==> src/rtl/psk8_symbol_mapper.sv <==
// 8-PSK symbol mapper: packs a serial bitstream into 3-bit symbols (MSB first), Gray-maps them
// and presents one phase index per symbol period, with a load strobe and an underrun flag.
module psk8_symbol_mapper #(
    parameter int unsigned SYM_CYCLES = 8,
    parameter int unsigned GRAY_EN    = 1
) (
    input  logic       clk,
    input  logic       rst_n,
    input  logic       enable,
    input  logic       bit_in,
    input  logic       bit_valid,
    output logic       bit_ready,
    output logic [2:0] select,
    output logic       sym_strobe,
    output logic       underrun
);

    localparam int unsigned TMR_W = 8;
    localparam int unsigned CNT_W = 2;
    localparam int unsigned SYM_W = 3;
    localparam logic [TMR_W-1:0] TMR_RELOAD = TMR_W'(SYM_CYCLES - 1);
    localparam logic [CNT_W-1:0] CNT_LAST   = CNT_W'(2);

    logic [CNT_W-1:0] cnt_q, cnt_d;
    logic [1:0]       shreg_q, shreg_d;
    logic [SYM_W-1:0] pend_q, pend_d;
    logic             pend_valid_q, pend_valid_d;
    logic [TMR_W-1:0] tmr_q, tmr_d;
    logic [SYM_W-1:0] select_q, select_d;
    logic             sym_strobe_q, sym_strobe_d;
    logic             underrun_q, underrun_d;

    logic accept_c;
    logic boundary_c;

    function automatic logic [SYM_W-1:0] map_sym(input logic [SYM_W-1:0] s);
        if (GRAY_EN != 0) begin
            return {s[2], s[2] ^ s[1], s[2] ^ s[1] ^ s[0]};
        end
        return s;
    endfunction

    // Third bit is refused while a symbol is still pending, so completion and consumption never collide.
    assign bit_ready  = !(pend_valid_q && (cnt_q == CNT_LAST));
    assign accept_c   = bit_valid && bit_ready;
    assign boundary_c = enable && (tmr_q == '0);

    always_comb begin
        cnt_d        = cnt_q;
        shreg_d      = shreg_q;
        pend_d       = pend_q;
        pend_valid_d = pend_valid_q;
        tmr_d        = tmr_q;
        select_d     = select_q;
        sym_strobe_d = 1'b0;
        underrun_d   = 1'b0;

        if (!enable) begin
            tmr_d = '0;
        end else if (boundary_c) begin
            tmr_d = TMR_RELOAD;
        end else begin
            tmr_d = tmr_q - TMR_W'(1);
        end

        if (boundary_c) begin
            if (pend_valid_q) begin
                select_d     = map_sym(pend_q);
                pend_valid_d = 1'b0;
                sym_strobe_d = 1'b1;
            end else begin
                underrun_d = 1'b1;
            end
        end

        if (accept_c) begin
            if (cnt_q == CNT_LAST) begin
                pend_d       = {shreg_q, bit_in};
                pend_valid_d = 1'b1;
                cnt_d        = '0;
            end else begin
                shreg_d = {shreg_q[0], bit_in};
                cnt_d   = cnt_q + CNT_W'(1);
            end
        end
    end

    always_ff @(posedge clk or negedge rst_n) begin
        if (!rst_n) begin
            cnt_q        <= '0;
            shreg_q      <= '0;
            pend_q       <= '0;
            pend_valid_q <= 1'b0;
            tmr_q        <= '0;
            select_q     <= '0;
            sym_strobe_q <= 1'b0;
            underrun_q   <= 1'b0;
        end else begin
            cnt_q        <= cnt_d;
            shreg_q      <= shreg_d;
            pend_q       <= pend_d;
            pend_valid_q <= pend_valid_d;
            tmr_q        <= tmr_d;
            select_q     <= select_d;
            sym_strobe_q <= sym_strobe_d;
            underrun_q   <= underrun_d;
        end
    end

    assign select     = select_q;
    assign sym_strobe = sym_strobe_q;
    assign underrun   = underrun_q;

endmodule

==> config.mk <==
export PLATFORM = sky130hd
export DESIGN_NAME = psk8_symbol_mapper
export DESIGN_NICKNAME = d
export VERILOG_FILES = /design/src/rtl/psk8_symbol_mapper.sv
export SDC_FILE = /design/constraint.sdc
export NUM_CORES = 1
export LEC_CHECK = 0
export CORE_MARGIN = 1.5
export CORE_UTILIZATION = 30
export DETAILED_ROUTE_END_ITERATION = 10
export PLACE_DENSITY = 0.55
export SETUP_SLACK_MARGIN = 0.05
export SYNTH_ARGS = -nofsm -noshare
export SYNTH_HDL_FRONTEND = slang
export SYNTH_SLANG_ARGS = --single-unit
==> constraint.sdc <==
create_clock -name clk -period 3.1 [get_ports clk]
set_input_delay 0.62 -clock clk [delete_from_list [all_inputs] [get_ports clk]]
set_output_delay 0.62 -clock clk [all_outputs]
set_load 0.005 [all_outputs]
# Yosys cells after proc, flatten, opt, wreduce, memory -nomap -nowiden
# Index checks and enable logic that the tools add are counted.
# Widths: inputs -> output; s select.
totals:
  reg_bits: 21
  inputBits: 5
  output_inout_bits: 6
op_classes:
  addsub: 2
  eq_ne: 1
  mux: 13
  bitwise: 3
  n_reduce_logical: 8
ops:
  columns: ["operator", "count"]
  rows:
  - ["$mux 8", 2]
  - ["$mux 1", 9]
  - ["$logic_not 8->1", 1]
  - ["$sub 8x1->8 const B", 1]
  - ["$reduce_and 2->1", 3]
  - ["$mux 2", 2]
  - ["$logic_and 1x1->1", 3]
  - ["$add 2x1->2 const B", 1]
  - ["$eq 2x2->1 const B", 1]
  - ["$xor 1x1->1", 2]
  - ["$logic_not 1->1", 1]
  - ["$not 1->1", 1]

# Depth between registers and ports, before layout
# Gate-level depths: netlist (run 1).
logic_depth:
  ltp_word: 5
  mapped_depth: 5
  depth_no_buf: 5

# Least setup slack after synthesis (run 1)
# No wires, ideal clock.
synth_path:
  path_type: "input-to-reg"
  start: "in bit_valid"
  end: "reg pend_q[0]"
  arrival_ns: 1.512
  t_required_ns: 2.975
  setup_slack_ns: 1.463
  cell_stages: 2
  cell_sequence: "nor4b_1 mux2_2"
synth_via:
  elab_chain_len: 2
synth_lines:
  columns: ["item", "line_no", "source"]
  rows:
  - ["from (decl)", "11", "input logic bit_valid,"]
  - ["$logic_and 1x1->1", "45", "assign accept_c = bit_valid && bit_ready;"]
  - ["$reduce_and 2->1 (no line)", null, null]
  - ["to (signal assigned)", "101", "pend_q <= pend_d;"]
  - ["to (decl)", "26", "logic [SYM_W-1:0] pend_q, pend_d;"]
# Every way passes these cells.
# A chain may end at the register's enable or synchronous reset.

# Worst setup path after layout (run 1)
layout_path:
  start: "in bit_valid"
  end: "reg pend_q[2]"
# Same word-level chain as after synthesis.

==> impl_metrics.json, run 1 <==
{
  "first_pass_iters": 4,
  "path_cells": "clkdlybuf4s50_1 -> nor4b_1 -> mux2_2",
  "cp_max_fo": 5,
  "async_flop_share_pct": 100,
  "pwr-share-clk_pct": 13.0,
  "drive_above_1_share_pct": 14.4,
  "wl_per_cell_um": 13.4,
  "worst_slew_pin_slew_ns": 0.921,
  "fill_cells": 278,
  "pwr-share-comb_pct": 39.9,
  "path_clk_slew_ns": 0.12,
  "route.antenna.remaining_nets": 0,
  "clock_sinks": 21,
  "place_congestion": 0.769,
  "grt_max_degree": 22,
  "hold_viol_final": 0,
  "seq_area_um2": 526,
  "synth_top_area_share_pct": 56.7,
  "cts_made_buffers": 3,
  "r2r_slack_ns": 1.33,
  "synthTopCellsByArea": "dfrtp_1 (57%), mux2_2 (9.7%), xor2_1 (2.8%), ha_1 (2.7%), inv_1 (2.4%)",
  "internal_power_uw": 674,
  "slew_headroom_pct": 38.4,
  "post-route-drc-count": 0,
  "cp.required_ns": 3.31,
  "die_w_um": 58.6,
  "cp.arrival_ns": 2.24,
  "finClkSkew_ns": 0.00728,
  "grt_pass1_wl_um": 2770,
  "coreArea_um2": 2850,
  "routed_wl_um": 1620,
  "min_period_ns": 2.03,
  "cp-end-kind": "flip-flop",
  "portBuffers": 10,
  "switching_power_uw": 372,
  "cts_resized": 0,
  "power_density_nw_per_um2": 955,
  "synth_cells": 76,
  "path_buf_inv": 1,
  "synth-edff-count": 0,
  "final_common_cell": "dfrtp_1",
  "place_ws_ns": 0.709,
  "vias_per_cell": 5.36,
  "ys_ff_latch": 21,
  "slowest_stage": "nor4b_1",
  "cp-start-kind": "input port",
  "clock.fmax_ghz": 0.493,
  "maxCapViolCount": 0,
  "status": "finished clean",
  "dr.first_iter.drc_count": 6,
  "cpPeakStageDelay_ns": 0.68,
  "io-pin-count": 11,
  "grt-busiest-layer": "met2",
  "critPathTopFamily": "simple AND/OR/NAND/NOR gates",
  "track_usage_pct": 10.8,
  "critical_path_class": "in -> reg",
  "htreeDepth": 1,
  "finalNetCount": 98,
  "antenna_found_initial": 0,
  "cellLeakagePower_uw": 0.000496,
  "grt_overflow_total": 0,
  "synthToLayoutAreaGrowth_pct": 18.2,
  "period_share_pct": 65.4,
  "ys.flop_type": "dfrtp_1",
  "multi_input_comb_area_um2": 379,
  "setup_viol": 0,
  "avgSynthCellArea_um2": 12.2,
  "met2_usage_pct": 18.0,
  "die_y_um": 58.6,
  "post-cts-setup-buffers": 0,
  "yosysWarnings": 0,
  "rsz0062_at_grt": "false",
  "fin_ws_ns": 1.07,
  "placementRows": 19,
  "place_hpwl_um": 1140,
  "holdCritPathClass": "reg -> reg",
  "syn_area_um2": 927,
  "seqPwrFrac_pct": 47.1,
  "grt_use_met3_pct": 4.62,
  "clk-insertion-delay-late_ns": 0.31,
  "drv_slew": 0,
  "swShare_pct": 35.6,
  "cts_tree": "built",
  "num_vias": 648,
  "clockRootBuffer": "clkbuf_4",
  "ir_worst_vdd_mv": 0.434,
  "synth_cell_types": 30,
  "die_area_um2": 3430,
  "antenna_cells": 0,
  "grt_pass1_vias": 645,
  "cts_hold_buffers": 0,
  "cts_max_path_buffers": 2,
  "grt_use_met1_pct": 13.1,
  "final_cell_mix": "dfrtp_1 (21), clkdlybuf4s50_1 (10), mux2_2 (8)",
  "fin_tns_setup_ns": 0,
  "start_util_pct": 32.5,
  "synth_top_area_cell": "dfrtp_1",
  "synthesis.nets": 83,
  "seq_area_frac_synth_pct": 56.7
}
logic make-up after synthesis:
logic type	after synthesis	share of synthesized area, %
compound gates	14	9.18
xor+xnor	4	3.78
fa+ha+maj	2	2.70
buf+inv	6	2.43
flops	21	56.7
mux	9	10.8
simple gates	20	14.4
layer usage:
| layer | routed length [um] | part of all wire (%) |
|---|---|---|
| met5 | 0 | 0 |
| met4 | 15 | 0.93 |
| met3 | 67 | 4.1 |
| met2 | 806 | 50 |
| met1 | 731 | 45 |
power by group through the flow:
stage	Combinational [uW]	Clock [uW]	Sequential [uW]
final	418	136	493
after floorplan	300	0	475
after detailed placement	417	0	500
after global placement	411	0	493
after CTS	424	147	494
after global routing	468	155	513
synth_stat cells (2+ instances only):
master    instances
o21ai_0           4
xor2_1            3
nand2_1           2
inv_1             6
ha_1              2
nand2b_1          2
o31ai_1           2
and3_1            2
nor3_1            2
a21oi_1           3
dfrtp_1          21
nand3_1           2
mux2_2            8
worst register-to-register path, stage by stage, from the launching register on:
cell      delay (ns)
dfrtp_1         0.42
inv_1           0.08
ha_1            0.16
nor4bb_1        0.41
nand3_1         0.27
mux2_2          0.33
layout make-up:
type | count | area share [%]
Clock buffer | 3 | 2.05
Tap cell | 31 | 3.54
Multi-Input combinational cell | 49 | 34.6
Clock inverter | 1 | 0.685
Sequential cell | 21 | 47.9
Timing Repair Buffer | 10 | 9.13
Inverter | 6 | 2.05
sequential cells by signal (all words and copies together) (netlist names):
name	flops
shreg_q	2
cnt_q	2
select	3
pend_valid_q	1
tmr_q	8
sym_strobe	1
underrun	1
pend_q	3
stage by stage:
stage	area, um2	hold slack [ns]	instances	power (uW)	util [%]
final	1100	0.511	121	1050	38.4
after global routing	1100	0.550	121	1140	38.4
after CTS	1100	0.514	121	1070	38.4
after detailed placement	1070	0.493	117	917	37.4
after global placement	1070	0.487	117	904	37.4
after floorplan	927	0.324	76	775	-
path summary, 6_finish.rpt:
check,start,to,cells past startpoint
worst max register to register,tmr_q[0],select[2],5
min in group asynchronous,rst_n,select[1],1
worst max-delay path,bit_valid,pend_q[2],3
worst min-delay path,tmr_q[0],tmr_q[0],1
worst min register to register,tmr_q[0],tmr_q[0],1
max in group asynchronous,rst_n,sym_strobe,1
(Power assumes the default switching activity.)
==> inputs of run 2 (changes only) <==
--- a/config.mk
+++ b/config.mk
@@ -8,7 +8,7 @@
 export CORE_MARGIN = 1.5
 export CORE_UTILIZATION = 30
 export DETAILED_ROUTE_END_ITERATION = 10
-export PLACE_DENSITY = 0.55
+export PLACE_DENSITY = 0.57
 export SETUP_SLACK_MARGIN = 0.05
 export SYNTH_ARGS = -nofsm -noshare
 export SYNTH_HDL_FRONTEND = slang
==> constraint.sdc (replaced) <==
create_clock -name clk -period 1.84 [get_ports clk]
set_input_delay 0.368 -clock clk [delete_from_list [all_inputs] [get_ports clk]]
set_output_delay 0.368 -clock clk [all_outputs]
set_load 0.005 [all_outputs]
==> impl_metrics.json, run 2 (same netlist as run 1, synthesis figures left out) <==
{
  "status": "finished clean",
  "start_util_pct": 32.5,
  "drive_above_1_share_pct": 24.7,
  "coreArea_um2": 2850,
  "route.antenna.remaining_nets": 0,
  "crit_cells": 6,
  "grt_pass1_vias": 676,
  "place_hpwl_um": 1280,
  "die_y_um": 58.6,
  "path_cells": "inv_1 -> ha_1 -> nor4bb_2 -> buf_4 -> nand3_1 -> mux2_2",
  "crit_end": "select[0]",
  "critPathLaunch": "tmr_q[0]",
  "io-pin-count": 11,
  "cts_made_buffers": 3,
  "cpPeakStageDelay_ns": 0.41,
  "cp.required_ns": 2.05,
  "die_area_um2": 3430,
  "num_vias": 657,
  "rr_worst_depth": 6,
  "finalNetCount": 105,
  "slowest_stage": "dfrtp_1",
  "critical_path_class": "reg -> reg",
  "largest_register_ffs": 8,
  "clock_sinks": 21,
  "vias_per_cell": 5.13,
  "dr.first_iter.drc_count": 15,
  "cp.arrival_ns": 1.84,
  "swShare_pct": 35.6,
  "routed_wl_um": 1750,
  "internal_power_uw": 1200,
  "clock.fmax_ghz": 0.615,
  "path_buf_inv": 2,
  "path_clk_slew_ns": 0.12,
  "placementRows": 19,
  "cts_tree": "built",
  "cellLeakagePower_uw": 0.000530,
  "pwr-share-comb_pct": 41.9,
  "antenna_found_initial": 0,
  "cp-start-kind": "flip-flop",
  "finClkSkew_ns": 0.00971,
  "final_cell_mix": "dfrtp_1 (20), clkdlybuf4s50_1 (9), mux2_2 (8)",
  "r2r_slack_ns": 0.21,
  "seqPwrFrac_pct": 45.8,
  "antenna_cells": 0,
  "period_share_pct": 88.4,
  "power_density_nw_per_um2": 1600,
  "post-route-drc-count": 0,
  "utilization_pct": 40.8,
  "clk-insertion-delay-late_ns": 0.31,
  "first_pass_iters": 4,
  "place_congestion": 0.750,
  "critPathTopFamily": "flip-flops",
  "holdWs_ns": 0.375,
  "switching_power_uw": 661,
  "cp-end-kind": "flip-flop",
  "portBuffers": 10,
  "pwr-share-clk_pct": 12.3,
  "ir_worst_vdd_mv": 0.716,
  "grt_overflow_total": 0,
  "setup_viol": 0,
  "largest_register": "tmr_q",
  "slew_headroom_pct": 75.4,
  "r2r-end": "select[0]",
  "drv_slew": 0,
  "r2r-start": "tmr_q[0]",
  "cp_max_fo": 4,
  "rsz0062_at_grt": "false",
  "hold_viol_final": 0,
  "track_usage_pct": 11.9,
  "htreeDepth": 1,
  "holdCritPathClass": "in -> async",
  "layout.cells.non_filler": 128,
  "die_w_um": 58.6,
  "min_period_ns": 1.63,
  "final_common_cell": "dfrtp_1",
  "cts_max_path_buffers": 2,
  "place_inst": 123,
  "cts_hold_buffers": 0,
  "grt_max_degree": 22,
  "wl_per_cell_um": 13.7,
  "clockRootBuffer": "clkbuf_4",
  "place_ws_ns": -0.0638,
  "maxCapViolCount": 0,
  "worst_slew_pin_slew_ns": 0.366,
  "fin_ws_ns": 0.213,
  "grt_pass1_wl_um": 2990,
  "synthToLayoutAreaGrowth_pct": 25.6
}
==> run 2: power groups by stage <==
stage	Sequential (uW)	Combinational, uW	Clock (uW)
after global routing	886	881	266
after detailed placement	850	752	0
after global placement	835	727	0
final	852	778	229
after CTS	839	757	242
after floorplan	800	505	0
==> run 2: repair_timing <==
item | 4_1_cts | 5_1_grt
resized for setup | 1 | 4
buffers inserted | 0 | 1
cloned | 0 | 0
endpoints found under the setup margin | 1 | 5
endpoints found under the hold margin | 0 | 0
==> run 2: area by class of cell <==
class / instances / area [um2]
flip-flops and latches: 21 / 527
clock buffers: 3 / 22.5
well taps: 31 / 38.8
inverters: 6 / 22.5
fillers: 269 / 1690
clock inverters: 1 / 7.51
multi-input cells: 49 / 392
repair buffers: 17 / 155
==> run 2: how the worst min path moves through the flow <==
| stage | from | slack [ns] | depth (start not counted) | to |
|---|---|---|---|---|
| 3_5_place_dp | select[0] | 0.50 | 1 | select[0] |
| 3_3_place_gp | shreg_q[1] | 0.49 | 1 | pend_q[2] |
| 2_1_floorplan | rst_n | 0.07 | 0 | cnt_q[0] |
| 6_report | rst_n | 0.37 | 2 | select[2] |
| 4_1_cts | rst_n | 0.37 | 2 | pend_q[2] |
| 5_1_grt | rst_n | 0.37 | 2 | pend_q[2] |
==> run 2: worst register-to-register path: cells and delay by family (launching register included) <==
kind / cells / cell delay, ns
DFF: 1 / 0.41
muxes: 1 / 0.36
and+or+nand+nor: 2 / 0.34
buffers and inverters: 2 / 0.22
adders and majority gates: 1 / 0.20
==> run 2: metal layers <==
layer  global-route usage (%)  routed length (um)
met1                     14.1                 761
met5                        0                   0
met3                     4.84                  95
met4                     5.19                  27
met2                     19.1                 867
==> run 2: stage by stage <==
step	TNS (ns)	cell area (um2)	total power, uW
final	0	1160	1860
after global routing	0	1160	2030
after CTS	0	1140	1840
after detailed placement	-0.212	1110	1600
after global placement	-0.223	1110	1560
after floorplan	0	927	1300
==> inputs of run 3 (changes only) <==
--- a/config.mk
+++ b/config.mk
@@ -5,10 +5,11 @@
 export SDC_FILE = /design/constraint.sdc
 export NUM_CORES = 1
 export LEC_CHECK = 0
+export ABC_AREA = 1
 export CORE_MARGIN = 1.5
 export CORE_UTILIZATION = 30
 export DETAILED_ROUTE_END_ITERATION = 10
-export PLACE_DENSITY = 0.57
+export PLACE_DENSITY = 0.56
 export SETUP_SLACK_MARGIN = 0.05
 export SYNTH_ARGS = -nofsm -noshare
 export SYNTH_HDL_FRONTEND = slang
==> impl_metrics.json, run 3 <==
{
  "rsz0062_at_grt": "false",
  "clockRootBuffer": "clkbuf_4",
  "io-pin-count": 11,
  "synth_cells": 122,
  "largest_register": "tmr_q",
  "status": "finished clean",
  "clock.fmax_ghz": 0.642,
  "first_pass_iters": 4,
  "place_ws_ns": 0.377,
  "synth-edff-count": 0,
  "fin_tns_setup_ns": 0,
  "grt_overflow_total": 0,
  "fin_ws_ns": 0.281,
  "routed_wl_um": 1800,
  "clock_sinks": 21,
  "cp-start-kind": "flip-flop",
  "placementRows": 21,
  "finClkSkew_ns": 0.00224,
  "portBuffers": 10,
  "cts_max_path_buffers": 2,
  "avgSynthCellArea_um2": 8.44,
  "die_area_um2": 3790,
  "num_vias": 794,
  "die_y_um": 61.6,
  "path_clk_slew_ns": 0.11,
  "slew_headroom_pct": 82.5,
  "yosys-top-cells-count": "nand2_1 (31), dfrtp_1 (21), inv_1 (15)",
  "synthesis.nets": 129,
  "final_cell_mix": "nand2_1 (31), dfrtp_1 (20), inv_1 (15)",
  "antenna_cells": 0,
  "htreeDepth": 1,
  "worst_slew_pin_slew_ns": 0.262,
  "seq_area_frac_synth_pct": 51.0,
  "wl_per_cell_um": 9.75,
  "cpPeakStageDelay_ns": 0.51,
  "dr.first_iter.drc_count": 24,
  "yosysWarnings": 0,
  "cts_hold_buffers": 0,
  "route.antenna.remaining_nets": 0,
  "hold_viol_final": 0,
  "maxCapViolCount": 0,
  "r2r_slack_ns": 0.58,
  "utilization_pct": 37.3,
  "ir_worst_vdd_mv": 0.566,
  "grt_pass1_vias": 791,
  "track_usage_pct": 12.1,
  "clk-insertion-delay-late_ns": 0.30,
  "setup_viol": 0,
  "post-route-drc-count": 0,
  "synth_top_area_share_pct": 51.0,
  "synth_top_area_cell": "dfrtp_1",
  "cts_made_buffers": 3,
  "place_congestion": 0.819,
  "path_buf_inv": 1,
  "min_period_ns": 1.56,
  "synthToLayoutAreaGrowth_pct": 20.0,
  "critPathTopFamily": "buffers and inverters",
  "slowest_stage": "clkdlybuf4s50_1",
  "largest_register_ffs": 8,
  "holdWs_ns": 0.402,
  "ys_ff_latch": 21,
  "ys.flop_type": "dfrtp_1",
  "grt_max_degree": 22,
  "critical_path_class": "reg -> out",
  "cp.arrival_ns": 1.19,
  "cp-end-kind": "primary output",
  "drv_slew": 0,
  "drive_above_1_share_pct": 17.3,
  "syn_area_um2": 1030,
  "finalNetCount": 147,
  "yosysMostFrequentCell": "nand2_1",
  "cellLeakagePower_uw": 0.000608,
  "holdCritPathClass": "in -> async",
  "vias_per_cell": 4.29,
  "coreArea_um2": 3310,
  "final_common_cell": "nand2_1",
  "cts_tree": "built",
  "synth_cell_types": 18,
  "async_flop_share_pct": 100,
  "place_hpwl_um": 1390,
  "period_share_pct": 84.7,
  "cp_max_fo": 2,
  "start_util_pct": 31.1,
  "die_w_um": 61.6,
  "path_cells": "clkdlybuf4s50_1",
  "power_density_nw_per_um2": 1680,
  "grt_pass1_wl_um": 3330,
  "cp.required_ns": 1.47,
  "synthTopCellsByArea": "dfrtp_1 (51%), nand2_1 (11%), inv_1 (5.5%), nor2_2 (4.3%), nor2_1 (4.0%)",
  "antenna_found_initial": 0
}
[run 3: changes by cell type after synthesis, moves of 3 or more]
cell	previous run	this run
inv_1	6	15
inv_2	0	3
mux2_2	8	0
nand2_1	2	31
nand3_1	2	7
nand3_2	0	4
nor2_1	1	11
nor2_2	0	7
o21ai_1	0	4
[run 3: per-stage QoR]
stage	power, uW	area [um2]	cells
2_1_floorplan	1570	1030	122
3_3_place_gp	1830	1190	179
3_5_place_dp	1850	1190	179
4_1_cts	2110	1240	185
5_1_grt	2320	1240	185
6_report	2070	1240	185
[run 3: logic make-up after synthesis]
family / Yosys count / share of synthesized area [%]
xor+xnor: 3 / 2.55
compound gates: 15 / 7.78
fa+ha+maj: 2 / 2.43
buf+inv: 18 / 6.56
simple gates: 63 / 29.6
flops: 21 / 51.0
[run 3: cell type report]
class	count	area (um2)
timing repair buffer	13	121
multi-input combinational	83	437
tap	46	57.6
fill	378	2070
clock buffer	4	26.3
sequential	21	527
inverter	18	67.6
[run 3: report_power, final]
group          switching (uW)  internal (uW)
logic                     576            436
registers                 180            662
clock network             135           84.5
total                     890           1180
[run 3: worst paths after layout]
| check | end | cells past startpoint | startpoint |
|---|---|---|---|
| worst max-delay path | select[2] | 1 | select[2] |
| worst min-delay path | tmr_q[6] | 2 | rst_n |
| worst max register to register | select[0] | 7 | tmr_q[0] |
| worst min register to register | tmr_q[0] | 1 | tmr_q[0] |
| max in group asynchronous | pend_valid_q | 2 | rst_n |
| min in group clk | tmr_q[0] | 1 | tmr_q[0] |
[run 3: timing repair]
action                                  in CTS  in global routing
buffers inserted                             2                  0
endpoints found under the setup margin       1                  0
gates resized for setup                      2                  0
[run 3: routing by layer]
layer	wire, um	share of wire (%)	vias up	GRT usage [%]
li1	-	-	415	-
met1	874	48	366	15.1
met2	851	47	11	20.0
met3	66	3.7	2	4.41
met4	10	0.55	0	2.74
met5	0	0	-	0
